<file path="config.mk">
export PLATFORM = sky130hd
export DESIGN_NAME = phrase_step_iter_flat
export DESIGN_NICKNAME = d
export VERILOG_FILES = /design/src/rtl/phrase_step_iter_pkg.sv /design/src/rtl/phrase_step_iter_if.sv /design/src/rtl/phrase_step_lane.sv /design/src/rtl/phrase_step_iter.sv /design/src/flat_wrapper.sv
export SDC_FILE = /design/constraint.sdc
export NUM_CORES = 1
export LEC_CHECK = 0
export ABC_AREA = 1
export CORE_AREA = 2 2 160 162
export DETAILED_ROUTE_END_ITERATION = 7
export DIE_AREA = 0 0 162 164
export PLACE_DENSITY = 0.66
export RECOVER_POWER = 100
export REMOVE_ABC_BUFFERS = 1
export SYNTH_ARGS = -nofsm -noshare
export SYNTH_HDL_FRONTEND = slang
export SYNTH_SLANG_ARGS = --single-unit
</file>
<file path="constraint.sdc">
create_clock -name sys_clk -period 1.8 [get_ports sys_clk]
set_input_delay 0.36 -clock sys_clk [delete_from_list [all_inputs] [get_ports sys_clk]]
set_output_delay 0.36 -clock sys_clk [all_outputs]
set_load 0.02 [all_outputs]
</file>
<file path="src/rtl/phrase_step_iter_pkg.sv">
`default_nettype none
// ============================================================================
// Module      : phrase_step_iter_pkg
// Description : Shared types and constants for the phrase step iterator.
//               Sequencer state encoding, lane geometry and a lane-slice
//               helper for 64-bit phrases built from four 16-bit lanes.
// Revision    : 1.0 - initial release
// ============================================================================
package phrase_step_iter_pkg;

    localparam int c_LANE_W   = 16;
    localparam int c_LANE_CNT = 4;
    localparam int c_PHRASE_W = c_LANE_W * c_LANE_CNT;
    localparam int c_MODE_W   = 3;

    typedef enum logic [1:0] {
        ST_IDLE = 2'd0,
        ST_LOAD = 2'd1,
        ST_RUN  = 2'd2
    } state_t;

    // Lane n of a phrase occupies bits [16n+15:16n].
    function automatic logic [c_LANE_W-1:0] lane_of(
        input logic [c_PHRASE_W-1:0] phrase,
        input int                    n
    );
        return phrase[n*c_LANE_W +: c_LANE_W];
    endfunction

endpackage
`default_nettype wire

</file>
<file path="src/rtl/phrase_step_iter_if.sv">
`default_nettype none
// ============================================================================
// Module      : phrase_step_iter_if
// Description : Phrase output handshake between the iterator (master) and
//               the downstream pixel writer (slave).
//               phr_valid : phrase offered
//               phr_ready : downstream accepts phrase
//               phr_data  : 64-bit iterated phrase
// Revision    : 1.0 - initial release
// ============================================================================
interface phrase_step_iter_if;
    import phrase_step_iter_pkg::*;

    logic                  phr_valid;
    logic                  phr_ready;
    logic [c_PHRASE_W-1:0] phr_data;

    modport master (output phr_valid, output phr_data, input  phr_ready);
    modport slave  (input  phr_valid, input  phr_data, output phr_ready);

endinterface
`default_nettype wire

</file>
<file path="src/rtl/phrase_step_lane.sv">
`default_nettype none
// ============================================================================
// Module      : phrase_step_lane
// Description : One 16-bit lane: accumulator plus step register.
//               load_i : capture init_i/step_i (start of run)
//               upd_i  : capture addq_i into the accumulator (accepted phrase)
//               acc_o  : accumulator, step_o : step value
// Revision    : 1.0 - initial release
// ============================================================================
module phrase_step_lane
    import phrase_step_iter_pkg::*;
(
    input  wire logic                sys_clk,
    input  wire logic                reset_n,
    input  wire logic                load_i,
    input  wire logic                upd_i,
    input  wire logic [c_LANE_W-1:0] init_i,
    input  wire logic [c_LANE_W-1:0] step_i,
    input  wire logic [c_LANE_W-1:0] addq_i,
    output      logic [c_LANE_W-1:0] acc_o,
    output      logic [c_LANE_W-1:0] step_o
);

    logic [c_LANE_W-1:0] acc_q, acc_d;
    logic [c_LANE_W-1:0] step_q, step_d;

    always_comb begin
        acc_d  = acc_q;
        step_d = step_q;
        if (load_i) begin
            acc_d  = init_i;
            step_d = step_i;
        end else if (upd_i) begin
            acc_d  = addq_i;
        end
    end

    always_ff @(posedge sys_clk or negedge reset_n) begin
        if (!reset_n) begin
            acc_q  <= '0;
            step_q <= '0;
        end else begin
            acc_q  <= acc_d;
            step_q <= step_d;
        end
    end

    assign acc_o  = acc_q;
    assign step_o = step_q;

endmodule
`default_nettype wire

</file>
<file path="src/rtl/phrase_step_iter.sv">
`default_nettype none
// ============================================================================
// Module      : phrase_step_iter
// Description : Operand sequencer for the 4x16-bit saturating add array.
//               Feeds accumulator/step lanes to the array, captures addq as
//               the next accumulator on every accepted phrase, and emits
//               count_in phrases over the phr handshake.
//   sys_clk, reset_n         : clock, async active-low reset
//   start, init_phrase,
//   step_phrase, mode_in,
//   count_in                 : run request and parameters (latched at start)
//   adda_n, addb_n, daddmode : operands / mode to the add array
//   addq_n                   : add array results
//   phr                      : phrase output handshake (master)
//   busy, done               : run status, one-cycle completion pulse
// Revision    : 1.0 - initial release
// ============================================================================
module phrase_step_iter
    import phrase_step_iter_pkg::*;
#(
    parameter int CNT_W = 16,
    parameter int LANES = 4
) (
    input  wire logic                sys_clk,
    input  wire logic                reset_n,
    input  wire logic                start,
    input  wire logic [63:0]         init_phrase,
    input  wire logic [63:0]         step_phrase,
    input  wire logic [2:0]          mode_in,
    input  wire logic [CNT_W-1:0]    count_in,
    output      logic [15:0]         adda_0,
    output      logic [15:0]         adda_1,
    output      logic [15:0]         adda_2,
    output      logic [15:0]         adda_3,
    output      logic [15:0]         addb_0,
    output      logic [15:0]         addb_1,
    output      logic [15:0]         addb_2,
    output      logic [15:0]         addb_3,
    output      logic [2:0]          daddmode,
    input  wire logic [15:0]         addq_0,
    input  wire logic [15:0]         addq_1,
    input  wire logic [15:0]         addq_2,
    input  wire logic [15:0]         addq_3,
    phrase_step_iter_if.master       phr,
    output      logic                busy,
    output      logic                done
);

    state_t                state_q, state_d;
    logic [CNT_W-1:0]      cnt_q, cnt_d;
    logic [c_MODE_W-1:0]   mode_q, mode_d;
    logic                  done_q, done_d;
    logic                  w_load;
    logic                  w_upd;

    logic [c_LANE_W-1:0]   w_addq [c_LANE_CNT];
    logic [c_LANE_W-1:0]   w_acc  [c_LANE_CNT];
    logic [c_LANE_W-1:0]   w_step [c_LANE_CNT];

    assign w_addq[0] = addq_0;
    assign w_addq[1] = addq_1;
    assign w_addq[2] = addq_2;
    assign w_addq[3] = addq_3;

    generate
        for (genvar i = 0; i < LANES; i++) begin : g_lanes
            phrase_step_lane u_lane (
                .sys_clk (sys_clk),
                .reset_n (reset_n),
                .load_i  (w_load),
                .upd_i   (w_upd),
                .init_i  (lane_of(init_phrase, i)),
                .step_i  (lane_of(step_phrase, i)),
                .addq_i  (w_addq[i]),
                .acc_o   (w_acc[i]),
                .step_o  (w_step[i])
            );
        end
    endgenerate

    always_comb begin
        state_d = state_q;
        cnt_d   = cnt_q;
        mode_d  = mode_q;
        done_d  = 1'b0;
        w_load  = 1'b0;
        w_upd   = 1'b0;
        case (state_q)
            ST_IDLE: begin
                if (start) begin
                    if (count_in != '0) begin
                        w_load  = 1'b1;
                        mode_d  = mode_in;
                        cnt_d   = count_in;
                        state_d = ST_LOAD;
                    end else begin
                        done_d  = 1'b1;
                    end
                end
            end
            // Operands change here; the array output settles before RUN.
            ST_LOAD: begin
                state_d = ST_RUN;
            end
            ST_RUN: begin
                if (phr.phr_ready) begin
                    w_upd = 1'b1;
                    cnt_d = cnt_q - CNT_W'(1);
                    if (cnt_q == CNT_W'(1)) begin
                        done_d  = 1'b1;
                        state_d = ST_IDLE;
                    end
                end
            end
            default: begin
                state_d = ST_IDLE;
            end
        endcase
    end

    always_ff @(posedge sys_clk or negedge reset_n) begin
        if (!reset_n) begin
            state_q <= ST_IDLE;
            cnt_q   <= '0;
            mode_q  <= '0;
            done_q  <= 1'b0;
        end else begin
            state_q <= state_d;
            cnt_q   <= cnt_d;
            mode_q  <= mode_d;
            done_q  <= done_d;
        end
    end

    // The array's carry latch clocks every cycle, so the mode (and with it
    // cinsel) is only presented on cycles where the result is captured.
    assign daddmode = (state_q == ST_RUN && phr.phr_ready) ? mode_q : '0;

    assign adda_0 = w_acc[0];
    assign adda_1 = w_acc[1];
    assign adda_2 = w_acc[2];
    assign adda_3 = w_acc[3];
    assign addb_0 = w_step[0];
    assign addb_1 = w_step[1];
    assign addb_2 = w_step[2];
    assign addb_3 = w_step[3];

    assign phr.phr_valid = (state_q == ST_RUN);
    assign phr.phr_data  = {w_acc[3], w_acc[2], w_acc[1], w_acc[0]};
    assign busy          = (state_q != ST_IDLE);
    assign done          = done_q;

endmodule
`default_nettype wire

</file>
<file path="src/flat_wrapper.sv">
// flat-port wrapper written by rule: the top's interface ports become plain ports
module phrase_step_iter_flat import phrase_step_iter_pkg::*;
#(
    parameter int CNT_W = 16,
    parameter int LANES = 4
)
  (sys_clk, reset_n, start, init_phrase, step_phrase, mode_in, count_in, adda_0, adda_1, adda_2, adda_3, addb_0, addb_1, addb_2, addb_3, daddmode, addq_0, addq_1, addq_2, addq_3, busy, done, phr_phr_valid, phr_phr_data, phr_phr_ready);
  phrase_step_iter_if phr_i ();
  input  wire logic sys_clk;
  input  wire logic reset_n;
  input  wire logic start;
  input  wire logic [63:0] init_phrase;
  input  wire logic [63:0] step_phrase;
  input  wire logic [2:0] mode_in;
  input  wire logic [CNT_W-1:0] count_in;
  output      logic [15:0] adda_0;
  output      logic [15:0] adda_1;
  output      logic [15:0] adda_2;
  output      logic [15:0] adda_3;
  output      logic [15:0] addb_0;
  output      logic [15:0] addb_1;
  output      logic [15:0] addb_2;
  output      logic [15:0] addb_3;
  output      logic [2:0] daddmode;
  input  wire logic [15:0] addq_0;
  input  wire logic [15:0] addq_1;
  input  wire logic [15:0] addq_2;
  input  wire logic [15:0] addq_3;
  output      logic busy;
  output      logic done;
  output wire logic [$bits(phr_i.phr_valid)-1:0] phr_phr_valid;
  output wire logic [$bits(phr_i.phr_data)-1:0] phr_phr_data;
  input wire logic [$bits(phr_i.phr_ready)-1:0] phr_phr_ready;
  assign phr_phr_valid = phr_i.phr_valid;
  assign phr_phr_data = phr_i.phr_data;
  assign phr_i.phr_ready = phr_phr_ready;
  phrase_step_iter #(.CNT_W(CNT_W), .LANES(LANES)) u_core (.sys_clk(sys_clk), .reset_n(reset_n), .start(start), .init_phrase(init_phrase), .step_phrase(step_phrase), .mode_in(mode_in), .count_in(count_in), .adda_0(adda_0), .adda_1(adda_1), .adda_2(adda_2), .adda_3(adda_3), .addb_0(addb_0), .addb_1(addb_1), .addb_2(addb_2), .addb_3(addb_3), .daddmode(daddmode), .addq_0(addq_0), .addq_1(addq_1), .addq_2(addq_2), .addq_3(addq_3), .phr(phr_i), .busy(busy), .done(done));
endmodule
</file>
=== Word-level counts from Yosys, hierarchy flattened ===
Cells that the tools add are included.

* Output and inout port bits: 198
* Logic and storage cells: 57
* Register bits after elaboration: 150
* Input port bits: 215

* Add/sub/neg operators: 1
* Reduce and logical (&&, ||, !) cells: 9
* Equality and inequality tests: 7
* Mux-type cells: 28

{| class="wikitable"
|+ Operators by type and width
! cell !! number
|-
| 2-to-1 mux 16 bit || 11
|-
| one-hot mux 16 bit (2 select lines) || 1
|-
| == test 16 x 1 -> 1 bit (second input constant) || 1
|-
| nonzero test 16 bit || 1
|-
| subtractor 16 x 1 -> 16 bit (second input constant) || 1
|-
| 2-to-1 mux 1 bit || 9
|-
| 2-to-1 mux 2 bit || 4
|-
| AND reduction 4 bit || 2
|-
| != test 2 x 1 -> 1 bit (second input constant) || 3
|-
| one-hot mux 2 bit (3 select lines) || 1
|-
| nonzero test 2 bit || 3
|-
| 2-to-1 mux 3 bit || 1
|-
| AND reduction 3 bit || 1
|-
| == test 2 x 1 -> 1 bit (second input constant) || 1
|-
| == test 2 bit (second input constant) || 1
|-
| zero test 2 bit || 1
|-
| != test 2 bit (second input constant) || 1
|-
| one-hot mux 1 bit (2 select lines) || 1
|-
| logical AND 1 bit || 1
|}

=== Logic depth before layout (Yosys ltp) ===
* Depth after elaboration: 5
* Depth in mapped cells: 10
* Depth with buffers taken out: 10

=== Modules after synthesis ===
A second synthesis with hierarchy kept.

* Cell total of the unflattened synthesis: 934
* Area total of the unflattened synthesis: 7531.0 sq um

{| class="wikitable"
|+ By module, submodules not included
! module !! cells each !! times used !! area each (sq um)
|-
| phrase_step_lane || 156 || 4 || 1367.6
|-
| phrase_step_iter || 310 || 1 || 2060.7
|}

=== Least setup slack after synthesis ===
OpenSTA, ideal clock, no wires.

* Kind: reg2out
* Start point: register u_core.state_q[0]
* End point: output daddmode[0]
* Data required time: 1440 ps
* Path slack: 296 ps
* Arrival time: 1144 ps
* Buffers on the path: 1
* Cell stages (with the launch flop): 7
* Cell sequence: dfrtp_1 inv_1 nand2_2 inv_4 nand2_4 buf_2 nor2_1

* Word-level cells in the longest chain between the ends: 3

{| class="wikitable"
|+ RTL lines
! element !! line !! text
|-
| from (decl) || phrase_step_iter.sv:49 || <nowiki>state_t state_q, state_d;</nowiki>
|-
| from (signal assigned) || phrase_step_iter.sv:128 || <nowiki>state_q <= state_d;</nowiki>
|-
| == test 2 bit || phrase_step_iter.sv:137 || <nowiki>assign daddmode = (state_q == ST_RUN && phr.phr_ready) ? mode_q : '0;</nowiki>
|-
| logical AND 1 bit || phrase_step_iter.sv:137 ||
|-
| 2-to-1 mux 3 bit || phrase_step_iter.sv:137 ||
|-
| to (decl) || flat_wrapper.sv:24 || <nowiki>output logic [2:0] daddmode;</nowiki>
|}

Every way passes these cells.

=== Final worst setup path ===
* Start point: register u_core.state_q[0]
* End point: output daddmode[1]

Same word-level chain as after synthesis.

==> impl_metrics.env <==
export IMPL_wl_per_cell_um=16.0
export IMPL_rsz0062_at_grt="yes"
export IMPL_clock_sinks=150
export IMPL_ys_ff_latch=150
export IMPL_powerDensity_nw_per_um2=1800
export IMPL_pin_count=413
export IMPL_cpPeakStageDelay_ns=0.41
export IMPL_worstPathMaxFanout=6
export IMPL_drcViolationCount=0
export IMPL_initialDrtViolationCount=358
export IMPL_syn_avg_cell_area_um2=7.68
export IMPL_globalplace_congestion=0.859
export IMPL_finish_utilization_pct=48.5
export IMPL_synth_edf_count=0
export IMPL_synth_top_area_share_pct=48.7
export IMPL_status="finished, violations left"
export IMPL_grt_max_degree=66
export IMPL_period_needed_ns=1.81
export IMPL_peakVddDrop_mv=0.942
export IMPL_finalSetupViolations=3
export IMPL_synth_seq_area_share_pct=48.7
export IMPL_violations="setup timing"
export IMPL_fin_ws_ns=-0.00966
export IMPL_num_rows=58
export IMPL_async_reset_ff_share_pct=100
export IMPL_path_cells="inv_2 > nand2_4 > inv_4 > buf_12 > nand2_8 > nor2_4 > buf_6"
export IMPL_hold_violations=0
export IMPL_synth_cell_types=24
export IMPL_worstPathRequired_ns=1.44
export IMPL_grt_ovfl_total=0
export IMPL_numPortBuffers=412
export IMPL_numCtsBuffers=17
export IMPL_placed_area_um2=11900
export IMPL_wl_um=27400
export IMPL_yosysMostFrequentCell="nand2_1"
export IMPL_core_area_um2=24800
export IMPL_fillers=2513
export IMPL_synth_cell_area_um2=7710
export IMPL_synthCells=1005
export IMPL_crit_slowest_cell="dfrtp_1"
export IMPL_worstSkewPairLatency_ns=0.43
export IMPL_h_tree_depth=4
export IMPL_ys_warn_count=0
export IMPL_maxCapViolations=0
export IMPL_clk_pin_slew_ns=0.08
export IMPL_ys_top_cells_by_area="dfrtp_1 (49%), nand2_1 (17%), nand3_1 (9.3%)"
export IMPL_track_usage_pct=19.6
export IMPL_path_class="reg2out"
export IMPL_area_delta_synth_final_pct=56.0
export IMPL_fin_crit_sh_pct=101
export IMPL_hold_class="in2reg"
export IMPL_dp_slack_ns=-0.279
export IMPL_fin_nets=1587
export IMPL_dieArea_um2=26600
export IMPL_place_inst=1673
export IMPL_first_pass_iters=4
export IMPL_start_kind="flip-flop"
export IMPL_slew_headroom_pct=29.7
export IMPL_drive_gt1_share_pct=7.66
export IMPL_fmax_mhz=553
export IMPL_vias=7734
export IMPL_die_w_um=162
export IMPL_fin_area_um2=12000
export IMPL_cts_tree="built"
export IMPL_crit_arrival_ns=1.45
export IMPL_fin_cells=1716
export IMPL_finClkSkew_ns=0.0188
export IMPL_grt_pass1_wl_um=40600
export IMPL_dieHeight_um=164
export IMPL_grt_pass1_vias=7364
export IMPL_antenna_found_initial=2
export IMPL_initial_utilization_pct=31.1
export IMPL_yosys_most_used_dff="dfrtp_1"
export IMPL_holdWs_ns=0.459
export IMPL_clockBufferDepth=2
export IMPL_leakage_nw=5.92
export IMPL_synth_common_cells="nand2_1 (356), dfrtp_1 (150), nand3_1 (143)"
export IMPL_worst_pin_slew_ns=1.05
export IMPL_crit_path_end_kind="output port"
export IMPL_ant_nets=0
export IMPL_via_per_inst=4.51
export IMPL_cts_root_buf="clkbuf_16"
export IMPL_drv_slew=0
export IMPL_hpwl_um=19700
export IMPL_yosysTopAreaCell="dfrtp_1"
cell usage in the layout, fill, tap and decap left out, drive strengths merged:
master / synthesis / routed
dlygate4sd2: 0 / 106
diode: 0 / 3
nand2: 361 / 362
o21bai: 1 / 1
clkdlybuf4s15: 0 / 1
nor2: 49 / 49
clkinv: 1 / 4
nand3b: 4 / 4
clkdlybuf4s50: 0 / 227
o21ai: 82 / 82
dfrtp: 150 / 150
inv: 88 / 98
clkbuf: 12 / 95
clkinvlp: 0 / 2
a21oi: 3 / 3
or2: 1 / 1
dlygate4sd3: 0 / 1
nand4: 1 / 1
nand3: 143 / 143
buf: 106 / 50
ha: 2 / 2
o22ai: 1 / 1
per-layer routing:
layer / GRT usage, % / wire length, µm / share of wire, % / vias up
li1: - / - / - / 3811
met1: 25.4 / 11600 / 42 / 3607
met2: 31.8 / 13300 / 48 / 291
met3: 5.61 / 2150 / 7.8 / 25
met4: 5.91 / 399 / 1.5 / 0
met5: 0 / 0 / 0 / -
worst max-delay path, delay by kind of cell, from the launching register on:
kind / cells / cell delay [ns]
flops: 1 / 0.41
buf+inv: 4 / 0.37
simple gates: 3 / 0.25
area by class of cell:
class / instances / area (µm²) / share of cell area [%]
repair buffers: 463 / 4090 / 34.0
clock buffers: 17 / 425 / 3.53
inverters: 89 / 340 / 2.83
clock inverters: 15 / 156 / 1.30
multi-input cells: 649 / 2850 / 23.6
well taps: 330 / 413 / 3.43
flip-flops and latches: 150 / 3750 / 31.2
diodes: 3 / 7.51 / 0.0624
where the power goes:
group | switching [mW] | internal (mW) | leakage (nW)
Combinational | 7.28 | 4.37 | 3.82
Sequential | 1.35 | 5.04 | 1.81
Clock | 1.70 | 1.86 | 0.286
state kept, by name, summed over array words and instances, names as in the netlist:
signal,flops
u_core.done,1
u_core.state_q,2
u_core.g_lanes.u_lane.acc_o,64
u_core.mode_q,3
u_core.cnt_q,16
u_core.g_lanes.u_lane.step_o,64
cell families (layout without fill, tap and decap cells):
logic type / count (synthesis) / in the layout / synth area share, %
AO/OA/AOI/OAI: 87 / 87 / 5.69
adder cells (fa/ha/maj): 2 / 2 / 0.324
AND/OR/NAND/NOR: 559 / 560 / 30.2
buffers and inverters: 207 / 584 / 15.2
flip-flops: 150 / 150 / 48.7
other: 0 / 3 / 0
through the flow:
stage                     power [mW]  TNS [ns]
after global placement          19.6    -28.68
final                           21.6   -0.0144
after global routing            23.2     -3.94
after CTS                       22.7    -0.122
after detailed placement        19.8    -29.33
after floorplan                 12.7    -83.57
timing repair:
action                                 CTS  global route
setup endpoints to repair              115           104
cloned                                   0             2
gates resized for setup                139            82
setup buffers                            1             4
hold buffers                             1             0
pin swaps                                0             1
endpoints found under the hold margin   31             0
final timing paths:
kind / startpoint / end / slack [ns] / cells past startpoint
setup / recovery: u_core.state_q[0] / daddmode[1] / -0.01 / 7
hold / removal: step_phrase[44] / u_core.g_lanes[2].u_lane.step_o[12] / 0.46 / 3
setup reg to reg: u_core.state_q[0] / u_core.g_lanes[3].u_lane.acc_o[0] / 0.04 / 9
hold reg to reg: u_core.g_lanes[2].u_lane.step_o[13] / u_core.g_lanes[2].u_lane.step_o[13] / 0.47 / 2
max in group asynchronous: reset_n / u_core.g_lanes[1].u_lane.acc_o[8] / 0.20 / 3
min in group asynchronous: reset_n / u_core.cnt_q[2] / 0.67 / 2
Note: power is estimated with default switching activity, not from simulation.
